[config.mk]
export PLATFORM = sky130hd
export DESIGN_NAME = mux_rr_arbiter
export DESIGN_NICKNAME = d
export VERILOG_FILES = /design/src/rtl/mux_arb_pkg.sv /design/src/rtl/mux_rr_arbiter_pick.sv /design/src/rtl/mux_rr_arbiter.sv
export SDC_FILE = /design/constraint.sdc
export NUM_CORES = 1
export LEC_CHECK = 0
export ABC_CLOCK_PERIOD_IN_PS = 8100
export CAP_MARGIN = 20
export CORE_UTILIZATION = 35
export CTS_CLUSTER_SIZE = 20
export DETAILED_ROUTE_END_ITERATION = 12
export DONT_BUFFER_PORTS = 1
export HOLD_SLACK_MARGIN = 0.15
export PLACE_DENSITY_LB_ADDON = 0.12
export SYNTH_ARGS = -nofsm -noshare
export SYNTH_HDL_FRONTEND = slang
export SYNTH_SLANG_ARGS = --single-unit
[constraint.sdc]
create_clock -name clk -period 8.1 [get_ports clk]
set_clock_uncertainty 0.1 [all_clocks]
set_input_delay 1.215 -clock clk [delete_from_list [all_inputs] [get_ports clk]]
set_output_delay 1.215 -clock clk [all_outputs]
set_load 0.005 [all_outputs]
[src/rtl/mux_arb_pkg.sv]
// Shared types and helpers for the round-robin word arbiter.
package mux_arb_pkg;

    typedef enum logic {
        EMPTY = 1'b0,
        FULL  = 1'b1
    } out_state_t;

    function automatic int next_idx(input int idx, input int n);
        return (idx + 1 >= n) ? 0 : idx + 1;
    endfunction

endpackage

[src/rtl/mux_rr_arbiter_pick.sv]
// Combinational round-robin pick: rotate requests so ptr sits at bit 0,
// take the lowest set bit, then rotate the index back.
module rr_priority_pick #(
    parameter int N    = 16,
    parameter int IDXW = $clog2(N)
) (
    input  logic [N-1:0]    req,
    input  logic [IDXW-1:0] ptr,
    output logic [IDXW-1:0] grant,
    output logic            any
);

    logic [2*N-1:0]  req_dbl;
    logic [N-1:0]    rot;
    logic [IDXW-1:0] rot_idx;

    assign req_dbl = {req, req} >> ptr;
    assign rot     = req_dbl[N-1:0];

    always_comb begin
        rot_idx = '0;
        for (int i = N - 1; i >= 0; i--) begin
            if (rot[i]) begin
                rot_idx = IDXW'(i);
            end
        end
    end

    // N is a power of two, so the IDXW-bit sum wraps modulo N for free.
    assign grant = rot_idx + ptr;
    assign any   = |req;

endmodule

[src/rtl/mux_rr_arbiter.sv]
// Round-robin N:1 word arbiter with a one-entry registered output stage.
// Optional packet locking is enabled with MUX_RR_ARBITER_LOCK_EN.
module mux_rr_arbiter
    import mux_arb_pkg::*;
#(
    parameter int N     = 16,
    parameter int WIDTH = 4
) (
    input  logic                      clk,
    input  logic                      rst_n,
    input  logic [N-1:0]              in_valid,
    input  logic [N-1:0][WIDTH-1:0]   in_data,
`ifdef MUX_RR_ARBITER_LOCK_EN
    input  logic [N-1:0]              in_last,
`endif
    output logic [N-1:0]              in_ready,
    output logic                      out_valid,
    output logic [WIDTH-1:0]          out_data,
    output logic [$clog2(N)-1:0]      out_src,
    input  logic                      out_ready
);

    localparam int IDXW = $clog2(N);

    out_state_t      state_reg;
    logic [WIDTH-1:0] data_reg;
    logic [IDXW-1:0] src_reg;
    logic [IDXW-1:0] ptr_reg;
    logic            lock_reg;
    logic [IDXW-1:0] lock_idx_reg;

    logic [N-1:0]     eff_req;
    logic [IDXW-1:0]  grant;
    logic             any;
    logic             load;
    logic             xfer;
    logic             last_sel;
    logic [WIDTH-1:0] sel_data;

    // While locked, only the owning requester is visible to the picker.
    generate
        for (genvar gi = 0; gi < N; gi++) begin : g_req
            assign eff_req[gi]  = in_valid[gi] & (~lock_reg | (lock_idx_reg == IDXW'(gi)));
            assign in_ready[gi] = xfer & (grant == IDXW'(gi));
        end
    endgenerate

    rr_priority_pick #(
        .N    (N),
        .IDXW (IDXW)
    ) u_pick (
        .req   (eff_req),
        .ptr   (ptr_reg),
        .grant (grant),
        .any   (any)
    );

    assign load = (state_reg == EMPTY) | out_ready;
    assign xfer = load & any;

`ifdef MUX_RR_ARBITER_LOCK_EN
    assign last_sel = in_last[grant];
`else
    assign last_sel = 1'b1;
`endif

    always_comb begin
        sel_data = '0;
        for (int i = 0; i < N; i++) begin
            if (grant == IDXW'(i)) begin
                sel_data = in_data[i];
            end
        end
    end

    always_ff @(posedge clk or negedge rst_n) begin
        if (!rst_n) begin
            state_reg    <= EMPTY;
            data_reg     <= '0;
            src_reg      <= '0;
            ptr_reg      <= '0;
            lock_reg     <= 1'b0;
            lock_idx_reg <= '0;
        end else begin
            if (xfer) begin
                state_reg <= FULL;
                data_reg  <= sel_data;
                src_reg   <= grant;
                // The pointer only moves once a whole packet has gone through.
                if (last_sel) begin
                    ptr_reg  <= IDXW'(next_idx(int'(grant), N));
                    lock_reg <= 1'b0;
                end else begin
                    lock_reg     <= 1'b1;
                    lock_idx_reg <= grant;
                end
            end else if (out_ready) begin
                state_reg <= EMPTY;
            end
        end
    end

    assign out_valid = (state_reg == FULL);
    assign out_data  = data_reg;
    assign out_src   = src_reg;

endmodule

# --- Word level (Yosys, flattened, before mapping) ---
# Index checks and enable logic that the tools add are counted.
totals:
  romBits: 0
  latchBits: 0
  ramBits: 0
  in_bits: 83
  output_inout_bits: 25
  mem_count: 0
  reg_bits: 13
  elab_cells: 80
classes:
  add_sub_neg: 2
  bitwise: 19
  magnitude_cmp: 1
  n_reduce_logical: 3
  n_mul: 0
  muxes: 35
  n_shift: 1
  n_eq_ne: 15
  div: 0
op_table:
  columns: ["op", "n"]
  rows:
  - ["2-to-1 mux 4 bit", 33]
  - ["equality test 4 bit, second input constant", 8]
  - ["right shift 32 x 4 -> 16 bit", 1]
  - ["bitwise AND 1 bit", 17]
  - ["equality test 4 x 3 -> 1 bit, second input constant", 4]
  - ["OR reduction 16 bit", 1]
  - ["equality test 4 x 2 -> 1 bit, second input constant", 2]
  - ["adder 4 x 1 -> 5 bit, second input constant", 1]
  - ["greater-or-equal comparator 5 bit, second input constant", 1]
  - ["adder 4 bit", 1]
  - ["equality test 4 x 1 -> 1 bit, second input constant", 1]
  - ["zero test 4 bit", 1]
  - ["2-to-1 mux 1 bit", 2]
  - ["nonzero test 2 bit", 1]
  - ["inverter 1 bit", 1]
  - ["bitwise OR 1 bit", 1]

# --- Depth between registers and ports, before layout ---
# Gate-level depths: netlist (run 1).
depth:
  word_depth: 35
  ltp_mapped: 23
  mapped_depth_nobuf: 18

# --- Modules after synthesis ---
# From an unflattened synthesis (run 1), not the netlist that was laid out.
unflattened:
  cells_unflattened: 310
  area_unflattened_um2: 2683.8
by_module_without_submodules:
  columns: ["mod", "cells_each", "n_inst", "area_each_um2", "seq_area_each_um2"]
  rows:
  - ["mux_rr_arbiter", 211, 1, 1502.7, 325.3]
  - ["rr_priority_pick", 99, 1, 1181.1, 0.0]

# --- Worst setup path after synthesis (run 1) ---
# No wires, ideal clock.
synth_path:
  path_kind: "input to output"
  startpoint: "input port in_valid[14]"
  endpoint: "output port in_ready[10]"
  n_path_buf: 1
  arrival_ns: 4.618
  required_time_ns: 6.785
  cell_stages: 15
  setup_slack_ns: 2.167
  path_cell_list: "mux4_2 > mux2_2 > o2111ai_1 > a31oi_1 > o211a_1 > o31a_1 > o21ba_1 > ha_1 > a21o_1 > a21oi_1 > xor2_1 > nand2_1 > mux2i_1 > buf_2 > and3_1"
synth_between:
  elab_chain_len: 20
  word_cells_on_any_way: 22
  classes_between: "1 x add/sub; 1 x eq/ne; 1 x shift; 16 x mux; 2 x bitwise; 1 x reduce/logical"
synth_lines:
  columns: ["item", "line_no", "rtl"]
  rows:
  - ["start: declaration", "mux_rr_arbiter.sv:11", "input logic [N-1:0] in_valid,"]
  - ["right shift 32 x 4 -> 16 bit", "mux_rr_arbiter_pick.sv:17", "assign req_dbl = {req, req} >> ptr;"]
  - ["2-to-1 mux 4 bit (16 in a row)", "mux_rr_arbiter_pick.sv:23", "if (rot[i]) begin"]
  - ["adder 4 bit", "mux_rr_arbiter_pick.sv:30", "assign grant = rot_idx + ptr;"]
  - ["equality test 4 bit", "mux_rr_arbiter.sv:44", "assign in_ready[gi] = xfer & (grant == IDXW'(gi));"]
  - ["bitwise AND 1 bit (*)", "mux_rr_arbiter.sv:44", null]
  - ["end: declaration", "mux_rr_arbiter.sv:16", "output logic [N-1:0] in_ready,"]
# Mark *: on every way between the ends. The rest lies on a longest branch, timed or not.

# --- Worst setup path after layout (run 1) ---
# Same ends and word-level chain as after synthesis.

==> results of run 1 <==
## worst max-delay path: cells and delay by family
family / cells / cell delay, ns
muxes: 3 / 1.46
xor gates and xnor gates: 1 / 0.44
and+or+nand+nor: 2 / 0.50
adders and majority gates: 1 / 0.28
AOI/OAI and AO/OA: 7 / 1.40
## layout by cell type (no fill, tap or decap), types with 6 or more instances in the layout
cell      Yosys  final
a31oi_1       7      7
nor3_1        9      9
nor4_1        6      6
a211oi_1      6      6
nand2_1      45     45
dfrtp_1      13     13
a21oi_1      20     20
a221o_1       6      6
inv_1         9      9
mux4_2       17     17
buf_4         0      6
a221oi_1      7      7
mux2_2        7      7
nor2b_1       6      6
nor2_1       19     19
mux2i_1      14     14
nand2b_1      7      7
a22oi_1       8      8
ha_1          7      7
nand3_1       6      6
and3_1       18     18
o21ai_0      20     20
## area by class of cell
type | instances | area [sq um]
inverter | 9 | 33.8
clock buffer | 3 | 41.3
clock inverter | 1 | 5.00
sequential | 13 | 325
timing repair buffer | 6 | 45.0
tap | 99 | 124
multi-input combinational | 288 | 2160
fill | 760 | 4520
## kinds of logic (layout without fill, tap and decap cells)
family | Yosys count | count (layout) | share of synthesized area, %
xor gates and xnor gates | 6 | 6 | 2.01
and+or+nand+nor | 128 | 128 | 24.1
DFF | 13 | 13 | 12.4
muxes | 39 | 39 | 23.4
adders and majority gates | 8 | 8 | 4.11
AOI/OAI and AO/OA | 107 | 107 | 28.7
buffers and inverters | 35 | 19 | 5.30
## layer usage
| layer | track usage [%] | wire, um |
|---|---|---|
| met1 | 29.3 | 3590 |
| met2 | 30.9 | 3720 |
| met3 | 1.77 | 355 |
| met4 | 1.76 | 0 |
| met5 | 0 | 0 |
## metrics by stage
stage / util [%] / worst slack [ns] / instance area, sq um / std cells
floorplan: - / 2.17 / 2620 / 336
global placement: 37.0 / 1.58 / 2680 / 415
detailed placement: 37.0 / 1.50 / 2680 / 415
CTS: 37.6 / 1.51 / 2730 / 419
global route: 37.6 / 1.04 / 2730 / 419
finish: 37.6 / 1.50 / 2730 / 419
## final timing paths
path                              start      endpoint  slack (ns)
max in group asynchronous         rst_n    ptr_reg[3]        7.27
setup reg to reg             ptr_reg[3]   out_data[3]        1.77
setup / recovery           in_valid[14]  in_ready[10]        1.50
min in group asynchronous         rst_n   out_data[1]        0.56
hold reg to reg              out_src[0]    out_src[0]        0.42
hold / removal               out_src[0]    out_src[0]        0.42
==> out/results.txt, run 1 <==
synth top area cells: mux4_2, dfrtp_1, nand2_1, mux2i_1, and3_1
Starting Density: 36.1%
CTS resizes: 0
reg2reg path depth: 18
worst-margin pin slew: 1.00 ns
Main synth FF type: dfrtp_1
core area: 7250 sq um
Max-Cap Viols: 0
FP Rows: 31
Synth area leader: mux4_2
worst endpoint required time: 6.78 ns
sequential share of the synthesized area: 12.4%
Crit-path slowest cell: mux2i_1
Synth Net Count: 427
CTS clk-pin slew, worst paths: 0.06 ns
port bufs: 0
most frequent cell after synthesis: nand2_1
initial antenna violation count: 0
Yosys reg bits: 13
antenna viol nets, final: 0
GPL Wtd Cong: 0.847
HP Class: reg -> reg
Post-CTS Setup Bufs: 0
clock buffer depth: 2
WP data arrival: 5.29 ns
setup violators final: 0
vias per inst: 6.30
I/O pin cnt: 108
WL/cell: 18.3 um
Nets: 412
Max-slew headroom: 33.0%
TritonCTS clock tree: done
DRT Pass-1 Iters: 4
total CTS buffers: 3
crit-path cells: mux4_2 > mux2_2 > o2111ai_1 > a31oi_1 > o211a_1 > o31a_1 > o21ba_1 > ha_1 > a21o_1 > a21oi_1 > xor2_1 > nand2_1 > mux2i_1 > and3_1
first-pass GRT wire length: 12.1 mm
DR vias: 2641
drt total wl: 7.67 mm
Hold Buf Count CTS: 0
antenna cells: 0
maximum fanout along the worst path: 11
vias in the first global route: 2299
cells after synthesis: 336
outcome: completed
crit-path max cell delay: 0.62 ns
total track usage: 19.4%
die area: 7840 sq um
clock latency on the worst-skew pair: 0.24 ns
CTS root buf: clkbuf_8
CP Launch Type: input port
Sum Neg Setup Slack: 0 ns
Clock Sinks: 13
number of enable flip-flop cells after synthesis: 0
top cell type's share of synthesized area: 14.6%
CP Class: in -> out
Final Max Tran Viols: 0
H-tree level count: 1
final number of hold-violating endpoints: 0
Crit. End Element: output port
DRC violations left: 0
die height: 88.5 um
grt total ovfl: 0
Period minus WS final: 6.60 ns
Synth async-reset ratio: 100%
period utilization: 81.5%
area grow syn2layout: 4.20%
Syn Area/Cell: 7.80 sq um
Die W: 88.5 um
HPWL after detailed placement: 5.96 mm
most instantiated cells after synthesis: nand2_1, a21oi_1, o21ai_0, clkbuf_1, nor2_1
cell depth of the worst hold path: 2
share of layout cells above drive strength 1: 11.6%
Netlist cell types: 53
Hold Slack: 0.425 ns
largest net degree at the start of global routing: 32
FMAX: 152 MHz
RSZ-0062 raised after global routing: false
synth warn: 0
drt initial violations: 170
Mapped Area: 2620 sq um
Power of run 1 is not shown: default switching activity piles up to over one toggle a cycle in this logic, so the estimate is an artifact.
==> inputs of run 2 (changes only) <==
- ABC_CLOCK_PERIOD_IN_PS: 8100 -> 5700
- clock period: 8.1 -> 5.7 ns (I/O delays scaled with it)
==> run 2 against run 1 <==
- hold slack worse by 0.23 ns
- global-route usage up 0.63 points
- routed wire length up 5.6%
- sequential share of layout area down 0.38 points
- final cell count up 2.4%
- critical path depth up 2
- worst setup slack worse by 1.2 ns
- critical endpoint is now in_ready[11]
- largest cell class unchanged
==> out/results.txt, run 2 (same netlist as run 1, synthesis figures left out) <==
outcome: completed
Final Max Tran Viols: 0
crit-path max cell delay: 0.60 ns
most used cell, CP: a21o_1
Nets: 422
Max-slew headroom: 56.7%
Max-Cap Viols: 0
HP Class: in -> async
total track usage: 20.0%
RSZ-0062 raised after global routing: false
antenna viol nets, final: 0
worst-margin pin slew: 0.649 ns
vias in the first global route: 2344
area grow syn2layout: 8.02%
initial antenna violation count: 0
commonest non-fill, non-tap cell in the layout: nand2_1
CTS root buf: clkbuf_8
total CTS buffers: 3
CP startpoint: ptr_reg[1]
H-tree level count: 1
DRT Pass-1 Iters: 4
crit-path cells: buf_12 > mux4_2 > a21o_1 > o21ai_0 > a31oi_1 > o211a_1 > o31a_1 > o21ba_1 > ha_1 > a21o_1 > a21oi_2 > xor2_1 > nand2_1 > mux2i_1 > buf_4 > and3_1
period utilization: 95.3%
Crit. End Element: output port
drt total wl: 8.10 mm
core area: 7250 sq um
antenna cells: 0
clock buffer depth: 2
die area: 7840 sq um
GPL Wtd Cong: 0.826
CP Launch Type: flip-flop
FP Rows: 31
FMAX: 184 MHz
worst path buffer plus inverter count: 2
most frequent cells in the layout: nand2_1, o21ai_0, nor2_1, a21oi_1, and3_1
CTS clk-pin slew, worst paths: 0.06 ns
clock latency on the worst-skew pair: 0.24 ns
Hold Slack: 0.199 ns
first-pass GRT wire length: 12.4 mm
maximum fanout along the worst path: 20
worst endpoint required time: 4.74 ns
TritonCTS clock tree: done
DR vias: 2674
HPWL after detailed placement: 6.27 mm
share of layout cells above drive strength 1: 15.2%
DRC violations left: 0
vias per inst: 6.23
largest net degree at the start of global routing: 27
CP Class: reg -> out
WL/cell: 18.9 um
WP data arrival: 4.48 ns
final number of hold-violating endpoints: 0
Sum Neg Setup Slack: 0 ns
die height: 88.5 um
setup violators final: 0
Top delay family on crit path: compound AO/OA/AOI/OAI gates
Clock Sinks: 13
I/O pin cnt: 108
Die W: 88.5 um
Starting Density: 36.1%
Crit-path slowest cell: mux4_2
port bufs: 0
Period minus WS final: 5.43 ns
drt initial violations: 162
grt total ovfl: 0
Worst R2R Start: ptr_reg[1]
run 2: cell types whose count changed in the layout (fill, tap and decap cells not counted), sizes merged:
cell	change
buf	+10
run 2: stage by stage:
step	area (sq um)	cells	setup slack [ns]	util, %
finish	2830	429	0.267	39.0
global route	2830	429	0.00324	39.0
CTS	2820	429	0.188	38.8
detailed placement	2770	425	0.334	38.2
global placement	2770	425	0.450	38.2
floorplan	2620	336	0.258	-
run 2: final cells by class:
class                      instances  area [sq um]
tap                               99           124
clock inverter                     1          5.00
multi-input combinational        288          2170
inverter                           9          33.8
fill                             761          4420
sequential                        13           327
clock buffer                       3          41.3
timing repair buffer              16           133
run 2: worst paths after layout:
| path | to | slack [ns] | cells after the start |
|---|---|---|---|
| hold / removal | out_src[2] | 0.20 | 0 |
| hold reg to reg | out_src[0] | 0.41 | 2 |
| max in group asynchronous | ptr_reg[1] | 5.22 | 0 |
| setup / recovery | in_ready[11] | 0.27 | 16 |
| setup reg to reg | out_data[3] | 0.44 | 19 |
| min in group clk | out_src[0] | 0.41 | 2 |
run 2: routing by layer:
metal / share of wire, % / global-route usage, % / up-vias
met5: 0 / 0 / -
met3: 5.1 / 2.24 / 4
met2: 49 / 32.4 / 77
met4: 0.36 / 2.35 / 0
li1: - / - / 1295
met1: 46 / 29.4 / 1298
run 2: timing repair:
| item | in CTS | in global routing |
|---|---|---|
| setup buffers | 0 | 0 |
| hold buffers | 0 | 0 |
| gates resized for setup | 0 | 3 |
| endpoints found under the setup margin | 0 | 17 |
Power of run 2 is left out for the same reason.
